`src/rtl/rotate_shift_scheduler.sv`:
```
// Two-requester arbiter and sequencer driving one shared rotate-right shifter.
// Define ROTATE_SCHED_ROUNDROBIN_EN for round-robin grants; otherwise requester 0 has fixed priority.
module rotate_shift_scheduler #(
  parameter int WIDTH = 8,
  parameter int AMT_W = $clog2(WIDTH)
) (
  input  logic                   clk,
  input  logic                   reset,
  input  logic [1:0]             req_valid,
  input  logic [1:0][WIDTH-1:0]  req_data,
  input  logic [1:0][AMT_W-1:0]  req_amt,
  output logic [1:0]             req_ready,
  output logic                   rsp_valid,
  output logic [WIDTH-1:0]       rsp_data,
  output logic                   rsp_id,
  input  logic                   rsp_ready,
  output logic                   busy,
  output logic                   sh_load,
  output logic                   sh_shift,
  output logic [WIDTH-1:0]       sh_data_in,
  input  logic [WIDTH-1:0]       sh_data_out
);

  typedef enum logic [1:0] {
    IDLE  = 2'd0,
    LOAD  = 2'd1,
    SHIFT = 2'd2,
    DONE  = 2'd3
  } state_t;

  state_t             state_q, state_d;
  logic [AMT_W-1:0]   cnt_q, cnt_d;
  logic [WIDTH-1:0]   data_q, data_d;
  logic               id_q, id_d;
  logic               busy_q, busy_d;
  logic               sh_load_q, sh_load_d;
  logic               sh_shift_q, sh_shift_d;
  logic [WIDTH-1:0]   sh_data_in_q, sh_data_in_d;
  logic               rsp_valid_q, rsp_valid_d;
  logic               rsp_id_q, rsp_id_d;
  logic               grant_s;
  logic [1:0]         req_ready_s;
  logic               hs_s;
`ifdef ROTATE_SCHED_ROUNDROBIN_EN
  logic               ptr_q, ptr_d;
`endif

  // Arbiter: pick a winner and raise its ready only while idle and out of reset
  always_comb begin
    grant_s     = 1'b0;
    req_ready_s = 2'b00;
`ifdef ROTATE_SCHED_ROUNDROBIN_EN
    if (req_valid[ptr_q]) begin
      grant_s = ptr_q;
    end else begin
      grant_s = ~ptr_q;
    end
`else
    if (req_valid[0]) begin
      grant_s = 1'b0;
    end else begin
      grant_s = 1'b1;
    end
`endif
    if ((state_q == IDLE) && !reset && (req_valid != 2'b00)) begin
      req_ready_s[grant_s] = 1'b1;
    end else begin
      req_ready_s = 2'b00;
    end
  end

  assign req_ready = req_ready_s;
  assign hs_s      = |(req_valid & req_ready_s);

  // Next-state, capture and counter logic; output flops are derived from the next state
  always_comb begin
    state_d = state_q;
    cnt_d   = cnt_q;
    data_d  = data_q;
    id_d    = id_q;
`ifdef ROTATE_SCHED_ROUNDROBIN_EN
    if (hs_s) begin
      ptr_d = ~grant_s;
    end else begin
      ptr_d = ptr_q;
    end
`endif
    case (state_q)
      IDLE: begin
        if (hs_s) begin
          data_d  = req_data[grant_s];
          cnt_d   = req_amt[grant_s];
          id_d    = grant_s;
          state_d = LOAD;
        end else begin
          state_d = IDLE;
        end
      end
      LOAD: begin
        if (cnt_q == {AMT_W{1'b0}}) begin
          state_d = DONE;
        end else begin
          state_d = SHIFT;
        end
      end
      SHIFT: begin
        // Leaving on a count of one gives exactly 'amount' shift cycles
        if (cnt_q == AMT_W'(1)) begin
          cnt_d   = {AMT_W{1'b0}};
          state_d = DONE;
        end else begin
          cnt_d   = cnt_q - AMT_W'(1);
          state_d = SHIFT;
        end
      end
      DONE: begin
        if (rsp_ready) begin
          state_d = IDLE;
        end else begin
          state_d = DONE;
        end
      end
      default: begin
        state_d = IDLE;
        cnt_d   = {AMT_W{1'b0}};
      end
    endcase

    busy_d      = (state_d != IDLE);
    sh_load_d   = (state_d == LOAD);
    sh_shift_d  = (state_d == SHIFT);
    rsp_valid_d = (state_d == DONE);
    if (state_d == LOAD) begin
      sh_data_in_d = data_d;
    end else begin
      sh_data_in_d = {WIDTH{1'b0}};
    end
    if (state_d == DONE) begin
      rsp_id_d = id_d;
    end else begin
      rsp_id_d = 1'b0;
    end
  end

  // State, captured request and registered outputs
  always_ff @(posedge clk or posedge reset) begin
    if (reset) begin
      state_q      <= IDLE;
      cnt_q        <= {AMT_W{1'b0}};
      data_q       <= {WIDTH{1'b0}};
      id_q         <= 1'b0;
      busy_q       <= 1'b0;
      sh_load_q    <= 1'b0;
      sh_shift_q   <= 1'b0;
      sh_data_in_q <= {WIDTH{1'b0}};
      rsp_valid_q  <= 1'b0;
      rsp_id_q     <= 1'b0;
`ifdef ROTATE_SCHED_ROUNDROBIN_EN
      ptr_q        <= 1'b0;
`endif
    end else begin
      state_q      <= state_d;
      cnt_q        <= cnt_d;
      data_q       <= data_d;
      id_q         <= id_d;
      busy_q       <= busy_d;
      sh_load_q    <= sh_load_d;
      sh_shift_q   <= sh_shift_d;
      sh_data_in_q <= sh_data_in_d;
      rsp_valid_q  <= rsp_valid_d;
      rsp_id_q     <= rsp_id_d;
`ifdef ROTATE_SCHED_ROUNDROBIN_EN
      ptr_q        <= ptr_d;
`endif
    end
  end

  // The shifter holds in DONE, so its output is passed straight through while valid
  assign rsp_data   = rsp_valid_q ? sh_data_out : {WIDTH{1'b0}};
  assign rsp_valid  = rsp_valid_q;
  assign rsp_id     = rsp_id_q;
  assign busy       = busy_q;
  assign sh_load    = sh_load_q;
  assign sh_shift   = sh_shift_q;
  assign sh_data_in = sh_data_in_q;

endmodule

```
`config.mk`:
```
export PLATFORM = sky130hd
export DESIGN_NAME = rotate_shift_scheduler
export DESIGN_NICKNAME = d
export VERILOG_FILES = /design/src/rtl/rotate_shift_scheduler.sv
export SDC_FILE = /design/constraint.sdc
export NUM_CORES = 1
export LEC_CHECK = 0
export ABC_AREA = 1
export CORE_MARGIN = 2
export CORE_UTILIZATION = 30
export CTS_CLUSTER_DIAMETER = 200
export DETAILED_ROUTE_END_ITERATION = 10
export RECOVER_POWER = 25
export SETUP_SLACK_MARGIN = 0.02
export SLEW_MARGIN = 0
export SYNTH_ARGS = -nofsm -noshare
export SYNTH_HDL_FRONTEND = slang
export SYNTH_SLANG_ARGS = --single-unit
```
`constraint.sdc`:
```
create_clock -name clk -period 1.4 [get_ports clk]
set_clock_uncertainty 0.05 [all_clocks]
set_input_delay 0.14 -clock clk [delete_from_list [all_inputs] [get_ports clk]]
set_output_delay 0.14 -clock clk [all_outputs]
set_load 0.005 [all_outputs]
```
==> impl_results.md <==
* Post-route cell area at 1920 sq um
* Final Non-Filler Cells at 269
* Full die area at 4010 sq um
* FF-to-FF End: rsp_id
* Post-Syn Area at 1050 sq um
* Pwr/cell area at 1370 nW/um^2
* Initial Util at 31.4%
* Slew @ Worst Pin at 242 ps
* P_sw at 1.00 mW
* Placed inst area at 1710 sq um
* DR WL/cell at 11.0 um
* Placement Setup Slack at -294 ps
* I/O Pins at 58
* Mean Syn Cell Area at 7.32 sq um
* Max IR drop VDD at 0.666 mV
* Final core occ at 57.1%
* WHS at 231 ps
* Netlist cell types at 18
* Count of state elements after synthesis at 19
* Later-pin clock latency in the skew report at 290 ps
* Initial antenna violation count at 0
* R2R Path Start: cnt_q[0]
* Final WL at 2.96 mm
* Maximum fanout along the worst path at 2
* Mapped Nets at 182
* Core footprint at 3360 sq um
* Vias/cell at 4.18
* Post-route worst setup slack at -54.5 ps
* CTS clk-pin slew, worst paths at 110 ps
* Vias at 1125
* Worst Path Required at 1210 ps
* CP peak stage delay at 400 ps
* Dominant cells by area after synthesis: dfrtp_1, nand2_1, inv_1, a21boi_0, nand3_1
* Crit end category: output pin
* Sinks on Clock Net at 19
* Final Critical Period at 1450 ps
* Slew HR at 83.8%
* Reg-to-reg slack, setup at 90 ps
* CP top delay family: flip-flops
* Synthesized instance count at 144
* Largest net degree at the start of global routing at 16
* Synth top area share at 45.1%
* Clock root buffer: clkbuf_4
* Crit-path slowest cell: dfrtp_1
* Switching share of power at 38.1%
* CTS Buf Count at 3
* Final weighted congestion in routability-driven placement at 0.840
* RSZ-0062 raised after global routing: true
* DPL Wire Length at 2.17 mm
* CTS tree: yes
* Critical Path AT at 1260 ps
* HP Class: in2async
* First-pass GRT wire length at 4.92 mm
* Leakage at 1.16 nW
* Multi-input logic area at 484 sq um
* Total power at 2.62 mW
* Cell taking the most area after synthesis: dfrtp_1
* Fin Setup TNS at -54.5 ps
* Setup Crit Path Kind: reg2out
* Highest Signal Layer: met4
* Layout cell share with drive strength beyond 1 at 28.3%
* Overall global routing resource usage at 15.6%
* Clock share of power at 10.5%
* Fin nets at 262
* Number of global-route vias before repair at 1140
* Comb pwr share at 59.6%
* Number of H-tree levels at 1
* WL met2 at 1.53 mm
* Drt initial violations at 16
* First-pass detailed-route iteration total at 4
* Crit path buf inv count at 4
* Cts hold-fix bufs at 0
* Grt ovf at 0
* Port Buffers at 57
* Internal cell power at 1.62 mW
* Die Y at 63.3 um
* Run status: complete, but fails checks
* Sequential cell area fraction in the yosys report at 45.1%
* DR DRC count at 0
* Synth warnings at 0
* # setup viols final at 1
* Pins Over Slew Limit at 0
* Die width at 63.3 um
* Final hold vios at 0
* Register share of total power at 29.9%
* Antenna-violating nets left at 0
* Cell row count at 21
* Met3 Wirelength at 188 um
* Fmax at 688 MHz
* Max Cap Viol at 0
* Violated checks: negative setup slack
* Cells on worst reg2reg path at 8
* # diodes at 0
* Area delta synth->final at 82.0%
* Worst setup SP type: flip-flop
* Critical Path, Cell by Cell: nor2_2 -> buf_6 -> nand3_4 -> inv_2 -> nand2_2 -> inv_1 -> buf_2
* Tcrit/Tclk final at 104%
* Wire length on met1 at 1.23 mm
* FF+latch area at 477 sq um
* CTS Buffer Depth at 2
* Inst Count DP at 250
* Fillers at 355
## Yosys cell counts
cell type	number
a21boi_0	8
a21oi_1	1
buf_2	2
buf_4	2
buf_6	1
clkbuf_1	1
dfrtp_1	19
ha_1	3
inv_1	33
inv_2	1
nand2_1	44
nand3_1	10
nand3_2	2
nand3b_1	1
nand4_1	1
nor2_1	13
nor2_2	1
o21ai_1	1
## power by group through the flow
stage	logic, mW	registers [mW]	clock network [mW]
2_1_floorplan	0.641	0.804	0
3_3_place_gp	1.13	0.799	0
3_5_place_dp	1.15	0.806	0
4_1_cts	1.31	0.781	0.293
5_1_grt	1.76	0.805	0.319
6_report	1.56	0.786	0.275
## final cells by class
| cell class | count | area share, % |
|---|---|---|
| Timing Repair Buffer | 81 | 38.9 |
| Multi-Input combinational cell | 85 | 25.2 |
| Sequential cell | 19 | 24.8 |
| Inverter | 34 | 6.65 |
| Tap cell | 46 | 3.00 |
| Clock buffer | 3 | 1.17 |
| Clock inverter | 1 | 0.261 |
## registers in the layout (all words and copies together), names as in the netlist
register and flops:
sh_data_in 8, cnt_q 3, state_q 2, busy 1, id_q 1, rsp_id 1
rsp_valid 1, sh_load 1, sh_shift 1
## worst max-delay path by stage
| stage | start | end | slack [ps] | cells past startpoint |
|---|---|---|---|---|
| 2_1_floorplan | reset | req_ready[1] | 140 | 6 |
| 3_3_place_gp | req_valid[0] | req_ready[1] | -250 | 8 |
| 3_5_place_dp | req_valid[0] | req_ready[1] | -290 | 8 |
| 4_1_cts | state_q[1] | req_ready[1] | -80 | 7 |
| 5_1_grt | state_q[0] | req_ready[1] | -140 | 7 |
| 6_report | state_q[0] | req_ready[1] | -50 | 7 |
## what timing repair did
| action | 4_1_cts | 5_1_grt |
|---|---|---|
| endpoints found under the setup margin | 11 | 24 |
| buffers inserted | 12 | 3 |
| resized for setup | 40 | 38 |
| pin swaps | 2 | 2 |
## layer usage
metal / up-vias / global-route usage (%)
li1: 579 / -
met2: 40 / 27.9
met4: 0 / 5.71
met5: - / 0
met3: 2 / 3.75
met1: 504 / 17.9
## cells in the final DEF, fill, tap and decap left out
cell type        count
buf_2                5
clkinv_2             1
buf_6                7
dfrtp_2              1
ha_1                 1
buf_4               19
o21ai_1              1
dlygate4sd2_1        1
ha_4                 1
nand2_1             35
clkbuf_4             3
a21boi_0             8
clkdlybuf4s50_1     40
a21oi_1              1
nor2_1              12
clkbuf_2             3
nand3_4              1
nor2_2               1
inv_2                7
nand3_1              8
nor2_4               1
nand4_1              1
nand3b_1             1
nand3_2              3
ha_2                 1
dlymetal6s2s_1       6
dfrtp_1             18
inv_1               27
nand2_4              2
nand2_2              7
## worst min-delay path, stage by stage
cell             delay, ps
clkdlybuf4s50_1        410
inv_1                  170
buf_4                  200
## logic make-up after synthesis
logic type	Yosys count	synth area share, %
AOI/OAI and AO/OA	10	6.64
adders and majority gates	3	3.56
buffers and inverters	40	15.9
DFF	19	45.1
and+or+nand+nor	72	28.8
No activity file was read; power rests on OpenSTA's default activity.
==> edit 1: new RTL, same settings <==
`WIDTH`: 8 -> 4.
--- a/src/rtl/rotate_shift_scheduler.sv
+++ b/src/rtl/rotate_shift_scheduler.sv
@@ -1,7 +1,7 @@
 // Two-requester arbiter and sequencer driving one shared rotate-right shifter.
 // Define ROTATE_SCHED_ROUNDROBIN_EN for round-robin grants; otherwise requester 0 has fixed priority.
 module rotate_shift_scheduler #(
-  parameter int WIDTH = 8,
+  parameter int WIDTH = 4,
   parameter int AMT_W = $clog2(WIDTH)
 ) (
   input  logic                   clk,
Ports: changed (5 resized); port bits go from 58 to 36. The function was not compared with the original's and may differ.
==> edit 1 against the original RTL <==
The run still ends with setup timing left; worst setup slack about the same; utilization decreased by 0.61 points; combinational power decreased by 38%; first-iteration DRC count decreased by 100%; routed wire length decreased by 41%; clock power increased by 6%; total power decreased by 29%; non-clock buffer count decreased by 29; worst hold slack improved by 0.13 ns; synthesized area decreased by 30%; critical path depth unchanged; sequential cell count decreased by 5; die area decreased by 28%; design area decreased by 33%; largest power group unchanged.
==> edit 1: results (changes against the original RTL) <==
- First-pass GRT wire length: 2870 µm (-42%)
* Class of the tightest hold or removal check: in2reg
- Fraction of power spent switching nets: 0.353 (-0.0286)
* FF/Latch Area: 350 µm² (-27%)
- Final setup violation count: 4 (+3)
- Multi-In Gates: 55 (-35%)
* Post-CTS setup buffer count: 13 (+1)
* Violated checks: setup timing
* Area share of fa/ha/maj cells after synthesis: 0.0340 (-0.00163)
* Post-detailed-routing wire length: 1750 µm (-41%)
- Proportion of synthesized chip area in sequential cells: 0.475 (+0.0246)
- Synthesized instance count: 95 (-34%)
* Clock buffer instance count of the final layout: 4 (+1)
- Multi-input combinational area share: 0.223 (-0.0293)
* Tot GR Track Use: 0.140 (-0.0155)
- Maximum number of pins on one net before global-route repair: 15 (-1)
- Routed wire per std cell: 9.88 µm (-10%)
- Top area cells in the synthesized netlist: dfrtp_1, nand2_1, inv_1, nand3_1, nor2_1
- The post-place instance area is 1160 µm² (-32%).
- Fraction of met2 tracks used by global routing: 0.267 (-0.0118)
- The area used by multi-input combinational logic is 287 µm² (-41%).
* Number of placed instances, taps included: 164 (-34%)
- The flip-flop count of the largest register, all copies and words added came to 4 (-4).
* Final worst hold slack: 0.359 ns (+0.129 ns)
- Relative area of clock buffers and inverters in the final design: 0.0282 (+0.0139)
- Run status: finished with violations
- The count of routing violations after the opening detailed-route iteration came to 0 (-16).
* Post-layout worst setup margin: -0.0541 ns (+0.000427 ns)
* Via Count: 746 (-34%)
- The net count after synthesis was 118 (-35%).
- The total number of nets in the final design came to 173 (-34%).
- Internal reg-to-reg setup slack: 0 ns (-0.09 ns)
[edit 1: cell count changes in the layout (fill, tap and decap cells not counted), sizes merged, moves of 5 or more]
| cell | before | now |
|---|---|---|
| nand2 | 44 | 27 |
| clkdlybuf4s50 | 40 | 26 |
| buf | 31 | 19 |
| inv | 34 | 24 |
| dfrtp | 19 | 14 |
| dlymetal6s2s | 6 | 1 |
[edit 1: logic make-up after synthesis]
group                    count (synthesis)
AO/OA/AOI/OAI                            4
adder cells (fa/ha/maj)                  2
buffers and inverters                   26
flip-flops                              14
AND/OR/NAND/NOR                         49
[edit 1: layer usage]
layer | up-vias | routed length (µm)
met5 | - | 0
met4 | 0 | 21
met3 | 4 | 95
met2 | 24 | 913
met1 | 331 | 719
li1 | 387 | -
[edit 1: worst max-delay path, cell delays in order, from the launching register on]
cell and delay [ns]:
dfrtp_1 0.40, nor2_2 0.15, buf_4 0.14, nand3_4 0.07, inv_2 0.06, nand2_1 0.04
inv_1 0.04, buf_2 0.10
==> edit 2: new RTL, config.mk and constraints unchanged <==
Without the edit above. Encoding of `state_t`: now one-hot (4 bits for 4 states).
--- a/src/rtl/rotate_shift_scheduler.sv
+++ b/src/rtl/rotate_shift_scheduler.sv
@@ -21,11 +21,11 @@
   input  logic [WIDTH-1:0]       sh_data_out
 );
 
-  typedef enum logic [1:0] {
-    IDLE  = 2'd0,
-    LOAD  = 2'd1,
-    SHIFT = 2'd2,
-    DONE  = 2'd3
+  typedef enum logic [3:0] {
+    IDLE  = 4'b0001,
+    LOAD  = 4'b0010,
+    SHIFT = 4'b0100,
+    DONE  = 4'b1000
   } state_t;
 
   state_t             state_q, state_d;
Formal check against the unedited RTL: no difference found for any inputs over 10 cycles, from zero or initial values and one cycle with reset high; not proved beyond that.
==> edit 2 against the original RTL <==
The flow still finishes with violations (setup timing); design area rose by 4.2%; first-iteration DRC count rose to 2.8 times the old value; routed wire length fell by 7.5%; worst setup slack improved by 0.035 ns; utilization fell by 6.3 points; synthesized area rose by 15%; synthesized cell count rose by 13%; sequential cell count rose by 2; total power rose by 2.3%; critical path type unchanged; largest power group unchanged.
==> edit 2: results (changes against the original RTL) <==
* Run status: finished with violations
- The checks that failed: setup timing.
- Final setup violation count: 2 (+1)
- Largest fanout on the critical path: 3 (+1)
- Routed vias/inst: 4.06 (-2.8%)
- The area of all sequential standard cells was 528 µm² (+11%).
- Post-DP HPWL: 2140 µm (-1.1%)
* Count of fill cells added during filler insertion: 398 (+12%)
* Leakage power: 0.00113 µW (-3.0%)
- Class of the tightest hold or removal check: in2reg
- The multiplexer share of the synthesized area came to 0.0658 (+0.0658).
* Tot GR Track Use: 0.132 (-0.0241)
- Met3 track demand over resource in global routing: 0.0450 (+0.00750)
- The wire length on met3 came to 250 µm (+33%).
- Number of flip-flops and latches in the synthesized netlist: 21 (+2)
- Post-layout worst setup margin: -0.0194 ns (+0.0351 ns)
- The detailed route wirelength on metal2 is 1240 µm (-19%).
* First-pass GRT wire length: 4510 µm (-8.4%)
- The highest cell delay on the worst timing path was 0.56 ns (+0.16 ns).
- The data arrival time of the worst path is 1.23 ns (-0.03 ns).
- Most frequent cells after synthesis: nand2_1, inv_1, nor2_1
- The post-CTS setup repair buffer count came to 0 (-12).
- The count of plain and timing-repair buffers came to 70 (-14%).
- Clk Latency, worst-skew pair: 0.26 ns (-0.03 ns)
* Post-detailed-routing wire length: 2740 µm (-7.5%)
-- edit 2: power by group through the flow --
stage / logic [µW] / registers [µW] / clock network, µW
4_1_cts: 1290 / 859 / 425
6_report: 1420 / 858 / 409
5_1_grt: 1610 / 880 / 446
3_3_place_gp: 1310 / 868 / 0
3_5_place_dp: 1320 / 869 / 0
2_1_floorplan: 749 / 874 / 0
-- edit 2: worst max-delay path: cells and delay by family, from the launching register on --
family / cells / cell delay [ns]
DFF: 1 / 0.56
and+or+nand+nor: 4 / 0.28
buffers and inverters: 1 / 0.11
-- edit 2: timing repair --
action,4_1_cts,5_1_grt
gates cloned,0,0
setup endpoints to repair,13,10
pin swaps,2,6
resized for setup,20,20
-- edit 2: metrics by stage --
stage | setup slack [ns] | cell area [µm²] | hold WS, ns | std cells | util
after floorplan | 0.173 | 1220 | 0.0658 | 162 | -
after global routing | -0.0964 | 2000 | 0.465 | 281 | 0.507
after CTS | -0.0483 | 1950 | 0.233 | 281 | 0.495
after detailed placement | -0.335 | 1920 | 0.421 | 277 | 0.487
final | -0.0194 | 2000 | 0.416 | 281 | 0.507
after global placement | -0.333 | 1920 | 0.420 | 277 | 0.487
-- edit 2: worst paths after layout --
| path | slack (ns) | endpoint | start |
|---|---|---|---|
| setup / recovery | -0.02 | req_ready[1] | state_q[0] |
| hold / removal | 0.42 | sh_data_in[6] | req_data[14] |
| setup reg to reg | 0.07 | cnt_q[2] | state_q[0] |
| hold reg to reg | 0.44 | cnt_q[1] | cnt_q[1] |
| max in group asynchronous | 0.47 | rsp_valid | reset |
| min in group asynchronous | 0.45 | sh_data_in[6] | reset |
